--- src/rtl/spi_controller_seq.sv ---
// spi_controller_seq: SPI bus master sequencing multi-byte transactions.
// SCLK idles low, CS is active low, data is shifted MSB first. COPI changes
// together with each SCLK rising edge, and CIPO is captured on each SCLK
// falling edge, one half-bit after the rise.
// Optional feature: define SPI_CONTROLLER_LOOPBACK_EN to add port i_loopback.
// While i_loopback=1, the capture source becomes the controller's own COPI
// instead of i_spi_cipo.
module spi_controller_seq #(
    parameter int CLKS_PER_HALF_BIT = 2,
    parameter int CS_IDLE_CLKS      = 4
) (
    input  logic       i_clk,
    input  logic       i_reset_n,
    input  logic       i_tx_dv,
    input  logic [7:0] i_tx_byte,
    input  logic       i_tx_last,
    output logic       o_tx_ready,
    output logic       o_rx_dv,
    output logic [7:0] o_rx_byte,
    output logic       o_busy,
    output logic       o_spi_clk,
    output logic       o_spi_copi,
    input  logic       i_spi_cipo,
`ifdef SPI_CONTROLLER_LOOPBACK_EN
    input  logic       i_loopback,
`endif
    output logic       o_spi_cs_n
);

    localparam int HALF_W = (CLKS_PER_HALF_BIT > 1) ? $clog2(CLKS_PER_HALF_BIT) : 1;
    localparam int GAP_W  = (CS_IDLE_CLKS > 1) ? $clog2(CS_IDLE_CLKS) : 1;
    localparam logic [HALF_W-1:0] HALF_LAST = HALF_W'(CLKS_PER_HALF_BIT - 1);
    localparam logic [GAP_W-1:0]  GAP_LAST  = GAP_W'(CS_IDLE_CLKS - 1);

    typedef enum logic [2:0] {
        IDLE,
        CS_SETUP,
        SCLK_HIGH,
        SCLK_LOW,
        WAIT_BYTE,
        CS_HOLD,
        CS_GAP
    } state_t;

    state_t              state;
    logic [HALF_W-1:0]   half_cnt;
    logic [2:0]          bit_cnt;
    logic [GAP_W-1:0]    gap_cnt;
    logic [7:0]          tx_sr;
    logic [7:0]          rx_sr;
    logic                last_q;
    logic                sample_bit;
    logic                half_done;

    // Capture source for the incoming bit
`ifdef SPI_CONTROLLER_LOOPBACK_EN
    assign sample_bit = i_loopback ? o_spi_copi : i_spi_cipo;
`else
    assign sample_bit = i_spi_cipo;
`endif

    assign half_done  = (half_cnt == HALF_LAST);

    // Handshake and status are decoded straight from the state register
    assign o_tx_ready = (state == IDLE) || (state == WAIT_BYTE);
    assign o_busy     = (state != IDLE);

    // Transaction sequencer: state, counters, shift registers and SPI pins
    always_ff @(posedge i_clk) begin
        if (!i_reset_n) begin
            state      <= IDLE;
            half_cnt   <= '0;
            bit_cnt    <= 3'd0;
            gap_cnt    <= '0;
            tx_sr      <= 8'h00;
            rx_sr      <= 8'h00;
            last_q     <= 1'b0;
            o_rx_dv    <= 1'b0;
            o_rx_byte  <= 8'h00;
            o_spi_clk  <= 1'b0;
            o_spi_copi <= 1'b0;
            o_spi_cs_n <= 1'b1;
        end else begin
            o_rx_dv <= 1'b0;
            case (state)
                IDLE: begin
                    if (i_tx_dv) begin
                        tx_sr      <= i_tx_byte;
                        last_q     <= i_tx_last;
                        o_spi_cs_n <= 1'b0;
                        o_spi_copi <= i_tx_byte[7];
                        half_cnt   <= '0;
                        bit_cnt    <= 3'd0;
                        state      <= CS_SETUP;
                    end
                end

                CS_SETUP: begin
                    if (half_done) begin
                        half_cnt  <= '0;
                        o_spi_clk <= 1'b1;
                        state     <= SCLK_HIGH;
                    end else begin
                        half_cnt <= half_cnt + 1'b1;
                    end
                end

                SCLK_HIGH: begin
                    if (half_done) begin
                        half_cnt  <= '0;
                        o_spi_clk <= 1'b0;
                        rx_sr     <= {rx_sr[6:0], sample_bit};
                        state     <= SCLK_LOW;
                    end else begin
                        half_cnt <= half_cnt + 1'b1;
                    end
                end

                SCLK_LOW: begin
                    if (half_done) begin
                        half_cnt <= '0;
                        if (bit_cnt == 3'd7) begin
                            // Byte complete: hand it up and decide whether CS stays low
                            bit_cnt   <= 3'd0;
                            o_rx_dv   <= 1'b1;
                            o_rx_byte <= rx_sr;
                            state     <= last_q ? CS_HOLD : WAIT_BYTE;
                        end else begin
                            bit_cnt    <= bit_cnt + 3'd1;
                            o_spi_copi <= tx_sr[6];
                            tx_sr      <= {tx_sr[6:0], 1'b0};
                            o_spi_clk  <= 1'b1;
                            state      <= SCLK_HIGH;
                        end
                    end else begin
                        half_cnt <= half_cnt + 1'b1;
                    end
                end

                WAIT_BYTE: begin
                    // CS held low with SCLK parked low until the next byte arrives
                    if (i_tx_dv) begin
                        tx_sr      <= i_tx_byte;
                        last_q     <= i_tx_last;
                        o_spi_copi <= i_tx_byte[7];
                        half_cnt   <= '0;
                        bit_cnt    <= 3'd0;
                        state      <= CS_SETUP;
                    end
                end

                CS_HOLD: begin
                    if (half_done) begin
                        half_cnt   <= '0;
                        o_spi_cs_n <= 1'b1;
                        o_spi_copi <= 1'b0;
                        gap_cnt    <= '0;
                        state      <= CS_GAP;
                    end else begin
                        half_cnt <= half_cnt + 1'b1;
                    end
                end

                CS_GAP: begin
                    // Requests are not accepted here, so CS stays high for the full gap
                    if (gap_cnt == GAP_LAST) begin
                        gap_cnt <= '0;
                        state   <= IDLE;
                    end else begin
                        gap_cnt <= gap_cnt + 1'b1;
                    end
                end

                default: begin
                    state <= IDLE;
                end
            endcase
        end
    end

endmodule
--- config.mk ---
export PLATFORM = sky130hd
export DESIGN_NAME = spi_controller_seq
export DESIGN_NICKNAME = d
export VERILOG_FILES = /design/src/rtl/spi_controller_seq.sv
export SDC_FILE = /design/constraint.sdc
export NUM_CORES = 1
export LEC_CHECK = 0
export BUFFER_PORTS_ARGS = -buffer_cell sky130_fd_sc_hd__buf_2
export CORE_MARGIN = 10
export CORE_UTILIZATION = 49
export CTS_CLUSTER_DIAMETER = 30
export CTS_CLUSTER_SIZE = 25
export DETAILED_ROUTE_END_ITERATION = 16
export GPL_TIMING_DRIVEN = 0
export PLACE_DENSITY = 0.84
export SKIP_CTS_REPAIR_TIMING = 1
export SLEW_MARGIN = 20
export SYNTH_ARGS = -nofsm -noshare
export SYNTH_HDL_FRONTEND = slang
export SYNTH_SLANG_ARGS = --single-unit
export TNS_END_PERCENT = 5
--- constraint.sdc ---
create_clock -name i_clk -period 1.7 [get_ports i_clk]
set_clock_uncertainty 0.2 [all_clocks]
set_input_delay 0.17 -clock i_clk [delete_from_list [all_inputs] [get_ports i_clk]]
set_output_delay 0.17 -clock i_clk [all_outputs]
set_load 0.02 [all_outputs]
Word-level counts from Yosys, hierarchy flattened
Index checks and enable logic that the tools add are counted.
W data, S select, Z words.
{ "word_totals": {"register_bits": 37, "inputBits": 13, "word_cells": 88} }
{ "classes": {"addsub": 3, "eq_ne": 16, "mux": 34, "reduce_logical": 23} }
{ "ops": {"columns": ["cell", "n"], "rows": [
  ["$mux W3", 10],
  ["$mux W7", 3],
  ["$pmux W3 S6", 1],
  ["$ne A2 B2 Y1 const B", 7],
  ["$pmux W7 S2", 1],
  ["$eq A3 B3 Y1 const B", 4],
  ["$reduce_and A3 Y1", 4],
  ["$mux W1", 11],
  ["$reduce_and A5 Y1", 2],
  ["$reduce_bool A3 Y1", 3],
  ["$reduce_and A2 Y1", 4],
  ["$reduce_bool A2 Y1", 4],
  ["$eq A3 B2 Y1 const B", 2],
  ["$pmux W1 S3", 2],
  ["$pmux W3 S2", 1],
  ["$reduce_and A6 Y1", 1],
  ["$mux W2", 2],
  ["$pmux W1 S2", 2],
  ["$pmux W2 S2", 1],
  ["$reduce_and A4 Y1", 1],
  ["$reduce_or A4 Y1", 1],
  ["$add A3 B1 Y3 const B", 1],
  ["$eq A3 B1 Y1 const B", 1],
  ["$logic_not A3 Y1", 1],
  ["other kinds (6)", 6]
]} }

Longest topological paths before layout
Gate-level depths: netlist of the first run.
{ "logic_depth": {"word_depth": 4, "mapped_depth": 6, "ltp_nobuf": 6} }

Worst setup path before layout of the first run
Ideal clock, no wire load.
{ "synth_timing": {"path_kind": "reg-to-reg", "start": "reg bit_cnt[0]", "end": "reg tx_sr[4]", "setup_time_ps": 88, "t_arrival_ps": 1357, "required_ps": 1412, "slack_ps": 55, "stages_incl_launch_ff": 7, "n_path_buf": 1, "path_cell_list": "dfxtp_1 ha_1 ha_1 o21ai_4 buf_8 nor2_1 a311oi_2"} }
{ "synth_via": {"elab_chain_len": 3} }
{ "synth_lines": {"columns": ["item", "line", "source"], "rows": [
  ["start: declaration", "47", "logic [2:0] bit_cnt;"],
  ["start signal: assignment", "129", "bit_cnt <= bit_cnt + 3'd1;"],
  ["$eq A3 B3 Y1", "122", "if (bit_cnt == 3'd7) begin"],
  ["$ne A2 B2 Y1 (no line)", null, null],
  ["$reduce_and A4 Y1 (no line)", null, null],
  ["end signal: assignment", "88", "tx_sr <= i_tx_byte;"],
  ["end signal: assignment", "131", "tx_sr <= {tx_sr[6:0], 1'b0};"],
  ["end signal: assignment", "143", "tx_sr <= i_tx_byte;"],
  ["end: declaration", "49", "logic [7:0] tx_sr;"]
]} }
Every way passes these cells.
A chain may end at the register's enable or synchronous reset.

Final worst setup path of the first run
{ "layout_timing": {"start": "reg state[1]", "end": "out o_busy"} }
{ "layout_via": {"elab_chain_len": 1} }
{ "layout_lines": {"columns": ["item", "line", "source"], "rows": [
  ["start: declaration", "45", "state_t state;"],
  ["start signal: assignment", "127", "state <= last_q ? CS_HOLD : WAIT_BYTE;"],
  ["$reduce_bool A3 Y1", "66", "assign o_busy = (state != IDLE);"],
  ["end: declaration", "20", "output logic o_busy,"]
]} }
Every way passes these cells.

==> results.cfg, run 1 <==
[run_status]
status = finished, violations left
violations = setup timing

[sta]
setup_slack_ns = -0.142
slew_violations = 0
fin_crit_sh_pct = 108
max_freq_mhz = 543
min_period_ns = 1.84
tightest_slew_ns = 0.562
fin_setup_tns_ns = -0.467
relSlewSlack_pct = 62.6
hold_violations = 0
setup_viol = 7
rsz0062_at_grt = true

[clock_network]
cts_buffers = 5
clk_pin_slew_ns = 0.11
root_buffer = clkbuf_4
cts_buffer_depth = 2
htreeDepth = 2
numClockSinks = 37
cts_tree = yes
clk_latency_ns = 0.35

[setup_path]
cp-endpoint = o_busy
required_ns = 1.33
r2r-start = state[1]$_SDFFE_PN0P_
critPathLaunchType = register
rr_worst_depth = 6
startpoint = state[1]$_SDFFE_PN0P_
cp_max_fo = 5
endpoint_kind = primary output
arrival_ns = 1.47
reg2reg_slack_ns = -0.13
r2r-end = tx_sr[5]$_SDFFE_PN0P_
path_class = register to primary output

[synthesis]
synth-seq-cells = 37
synth_area_um2 = 1620
yosysMostFrequentCell = nand2_1
synthTopCellsByArea = dfxtp_1 (46%), nand2_1 (9.5%), a21oi_1 (9.0%)
synth_common_cells = nand2_1 (41), dfxtp_1 (37), a21oi_1 (29)
synth-edff-count = 0
postSynthNetCount = 211
synth_cell_types = 33
synthCells = 195
avgSynthCellArea_um2 = 8.28
seq_area_frac_synth_pct = 45.9
yosys_warnings = 0
synthArstFlopShare_pct = 0
yosysTopAreaCell = dfxtp_1
synth_top_area_share_pct = 45.9
synth-main-ff-cell = dfxtp_1

[layout]
diodes = 0
area_delta_synth_final_pct = 34.4
seqCellArea_um2 = 749
multi_input_area_um2 = 838
drive_above_1_share_pct = 30.4
fill_cells = 244
finalNonFillerCells = 294
fin_nets = 266

[routing]
via_per_inst = 5.60
wl_per_cell_um = 15.5
vias = 1646
drc = 0
wl_um = 4550
drtPass1Iterations = 4
drt_iter0_markers = 248
ant_nets = 0

[placement]
place_hpwl_um = 2660
io_buffer_count = 26
gp_congestion = 0.914
placedCellCount = 265
pre_cts_ws_ns = -0.124

[global_routing]
grt_max_degree = 12
grt_overflow = 0
grt_pass1_vias = 1400
antenna_found_initial = 0
track_usage_pct = 12.7
grt_first_pass_wirelength_um = 6330

[floorplan]
num_io_pins = 27
core_um2 = 3100
floorplan.initialDensity_pct = 52.1
die_x_um = 77.4
rows = 20
fp.dieH_um = 77.4
die_area_um2 = 5990

[worst_hold_path]
min_path_type = primary input to register
min-delay-start = i_tx_dv

[power]
leakage_nw = 0.871
power.density_nw_per_um2 = 861
total_power_mw = 1.87
ir_worst_vdd_uv = 487

[run]
drv_cap = 0
[per-layer routing]
layer	track usage, %	routed length (µm)	up-vias
met4	5.66	107	0
met2	21.5	2250	52
met1	13.8	1940	785
met5	0	0	-
li1	-	-	797
met3	4.84	254	12
[kinds of logic (layout without fill, tap and decap cells)]
group	Yosys count	count (layout)	share of synthesized area, %
AO/OA/AOI/OAI	55	55	22.4
adder cells (fa/ha/maj)	3	3	2.32
buffers and inverters	16	71	4.96
flip-flops	37	37	45.9
multiplexers	2	2	1.32
AND/OR/NAND/NOR	82	82	23.2
[worst max-delay path: stages (launching register included)]
cell	delay (ns)
dfxtp_4	0.38
buf_6	0.13
buf_8	0.11
or3_4	0.36
buf_6	0.14
[where the power goes]
part	switching (mW)	leakage, nW	internal, mW
Clock	0.293	0.0410	0.299
Combinational	0.187	0.528	0.166
Sequential	0.0232	0.303	0.900
Total	0.504	0.871	1.37
[placed cells by master (no fill, tap or decap), drive strengths merged, types with 2 or more instances in the layout]
master	n
a21oi	29
a311oi	7
a32oi	2
and2	2
buf	46
clkbuf	10
clkinv	2
dfxtp	37
dlygate4sd3	11
ha	3
nand2	41
nand3	11
nand4	2
nor2	14
nor2b	4
nor3	2
o211ai	2
o21ai	11
[sequential cells by signal, indices dropped and copies added (netlist names)]
register,count
bit_cnt,3
gap_cnt,2
tx_sr,7
rx_sr,8
o_spi_cs_n,1
state,3
o_rx_dv,1
last_q,1
o_spi_clk,1
half_cnt,1
o_rx_byte,8
o_spi_copi,1
[layout make-up]
| cell class | instances | area share [%] |
|---|---|---|
| sequential | 37 | 34.5 |
| clock inverter | 2 | 1.61 |
| inverter | 2 | 0.346 |
| clock buffer | 5 | 1.73 |
| buffer | 14 | 5.36 |
| timing repair buffer | 48 | 15.3 |
| tap | 44 | 2.54 |
| multi-input combinational | 142 | 38.6 |
[worst min path at each step]
stage | to | cells after the start | slack (ns)
2_1_floorplan | o_spi_cs_n$_SDFFE_PN1P_ | 1 | 0.05
3_3_place_gp | o_spi_cs_n$_SDFFE_PN1P_ | 2 | 0.19
3_5_place_dp | o_spi_cs_n$_SDFFE_PN1P_ | 2 | 0.20
4_1_cts | o_spi_cs_n$_SDFFE_PN1P_ | 2 | -0.15
5_1_grt | state[0]$_SDFFE_PN0P_ | 3 | 0.006
6_report | state[0]$_SDFFE_PN0P_ | 3 | 0.02
[stage by stage]
| step | hold WS (ns) | utilization, % | cell area, µm² |
|---|---|---|---|
| after floorplan | 0.0462 | - | 1620 |
| after global placement | 0.188 | 58.0 | 1800 |
| after detailed placement | 0.200 | 58.0 | 1800 |
| after CTS | -0.155 | 60.4 | 1870 |
| after global routing | 0.00625 | 70.0 | 2170 |
| final | 0.0160 | 70.0 | 2170 |
Power figures use the tool's default switching activity.
==> run 2, diff against run 1 <==
BUFFER_PORTS_ARGS = -buffer_cell sky130_fd_sc_hd__buf_4   (was -buffer_cell sky130_fd_sc_hd__buf_2)
==> run 2 against run 1 <==
Against the previous run:
- core utilization is 0.48 points higher
- largest cell class unchanged
- clock-buffer cell count grew 1
- critical path depth is the same
- maximum frequency barely moved
- routed wire length decreased by 2.7%
- critical path type unchanged
- worst setup slack got worse by 0.0017 ns
- the flow finishes with violations (hold timing, setup timing)
==> results.cfg, run 2 (synthesized netlist as in run 1, its figures left out) <==
[layout]
diodes = 0
area_delta_synth_final_pct = 35.3
fin_nets = 264
finalNonFillerCells = 293
layout_commonest_cell = nand2_1
drive_above_1_share_pct = 28.1
reg_top3 = o_rx_byte (8), rx_sr (8), tx_sr (7)
final_cell_mix = nand2_1 (40), buf_4 (34), dfxtp_1 (34)

[power]
clkPwrFrac_pct = 26.0
p_sw_share_pct = 28.8
combPwrFrac_pct = 20.6
leakage_nw = 0.861
power_frac_seq_pct = 53.3
p_int_mw = 1.23
ir_worst_vdd_uv = 462
power.switching_uw = 500
power.density_nw_per_um2 = 793

[setup_path]
critPathLaunchType = register
slowest_stage = or3_4
crit_path_max_incr_delay_ns = 0.37
path_class = register to primary output
crit_chain = buf_6 > buf_8 > or3_4 > buf_6
required_ns = 1.33
arrival_ns = 1.47
endpoint_kind = primary output
crit_top_cell = buf_6
cp_max_fo = 7
reg2reg_slack_ns = -0.07
startpoint = state[0]$_SDFFE_PN0P_
r2r-start = state[1]$_SDFFE_PN0P_

[global_routing]
grt_max_degree = 12
grt_pass1_vias = 1418
antenna_found_initial = 0
grt_first_pass_wirelength_um = 6310
grt_overflow = 0
track_usage_pct = 12.7

[routing]
wl_um = 4430
wl_per_cell_um = 15.1
drc = 0
vias = 1674
drt_iter0_markers = 197
ant_nets = 0
drtPass1Iterations = 4
via_per_inst = 5.71

[sta]
hold_violations = 1
fin_crit_sh_pct = 108
hold_ws_ns = -0.00487
fin_setup_tns_ns = -0.314
rsz0062_at_grt = true
max_freq_mhz = 542
setup_slack_ns = -0.144
slew_violations = 0
min_period_ns = 1.84
relSlewSlack_pct = 62.6
tightest_slew_ns = 0.561
setup_viol = 8

[worst_hold_path]
min-delay-start = i_tx_byte[7]
min_path_type = primary input to register

[run_status]
status = finished, violations left
violations = hold timing, setup timing

[floorplan]
fp.dieH_um = 77.4
rows = 20
num_io_pins = 27
die_area_um2 = 5990
floorplan.initialDensity_pct = 52.1
die_x_um = 77.4
core_um2 = 3100

[run]
drv_cap = 0

[clock_network]
cts_tree = yes
clk_pin_slew_ns = 0.11
cts_buffers = 5
clk_latency_ns = 0.36
cts_buffer_depth = 2
numClockSinks = 37
htreeDepth = 2
root_buffer = clkbuf_4

[placement]
gp_congestion = 0.881
placedCellCount = 265
io_buffer_count = 26
place_hpwl_um = 2640
run 2: worst paths after layout:
kind,to,cells past startpoint
max reg2reg,tx_sr[3]$_SDFFE_PN0P_,6
max,o_busy,4
min,o_spi_copi$_SDFFE_PN0P_,4
min reg2reg,o_rx_byte[5]$_SDFFE_PN0P_,2
run 2: area by class of cell:
class	count	area, µm²
well taps	44	55.1
multi-input cells	142	818
plain buffers	14	126
repair buffers	46	380
clock buffers	6	41.3
inverters	2	7.51
clock inverters	2	10.0
flip-flops and latches	37	747
fillers	224	917
run 2: worst max-delay path: cells and delay by family, from the launching register on:
family | cells | cell delay, ns
buffers and inverters | 3 | 0.39
and+or+nand+nor | 1 | 0.37
DFF | 1 | 0.35
run 2: power by group through the flow:
| stage | Clock, mW | Combinational (mW) | Sequential [mW] |
|---|---|---|---|
| floorplan | 0 | 0.171 | 0.942 |
| global placement | 0 | 0.256 | 0.939 |
| detailed placement | 0 | 0.259 | 0.939 |
| CTS | 0.449 | 0.259 | 0.920 |
| global route | 0.490 | 0.380 | 0.929 |
| finish | 0.451 | 0.357 | 0.924 |
run 2: layer usage:
metal / wire length, µm / GRT usage, % / up-vias
met5: 0 / 0 / -
met3: 373 / 4.26 / 11
met4: 120 / 6.93 / 0
met1: 1850 / 14.8 / 784
li1: - / - / 800
met2: 2080 / 20.1 / 79
run 2: stage by stage:
stage                     total power, mW  instance area, µm²  hold WS, ns  util, %  setup WS [ns]
after floorplan                      1.11                1620       0.0462        -         0.0547
final                                1.73                2190     -0.00487     70.4         -0.144
after global placement               1.19                1870        0.187     60.1         -0.103
after global routing                 1.80                2190       0.0193     70.4         -0.167
after CTS                            1.63                1920       -0.173     61.8         -0.343
after detailed placement             1.20                1870        0.192     60.1         -0.123
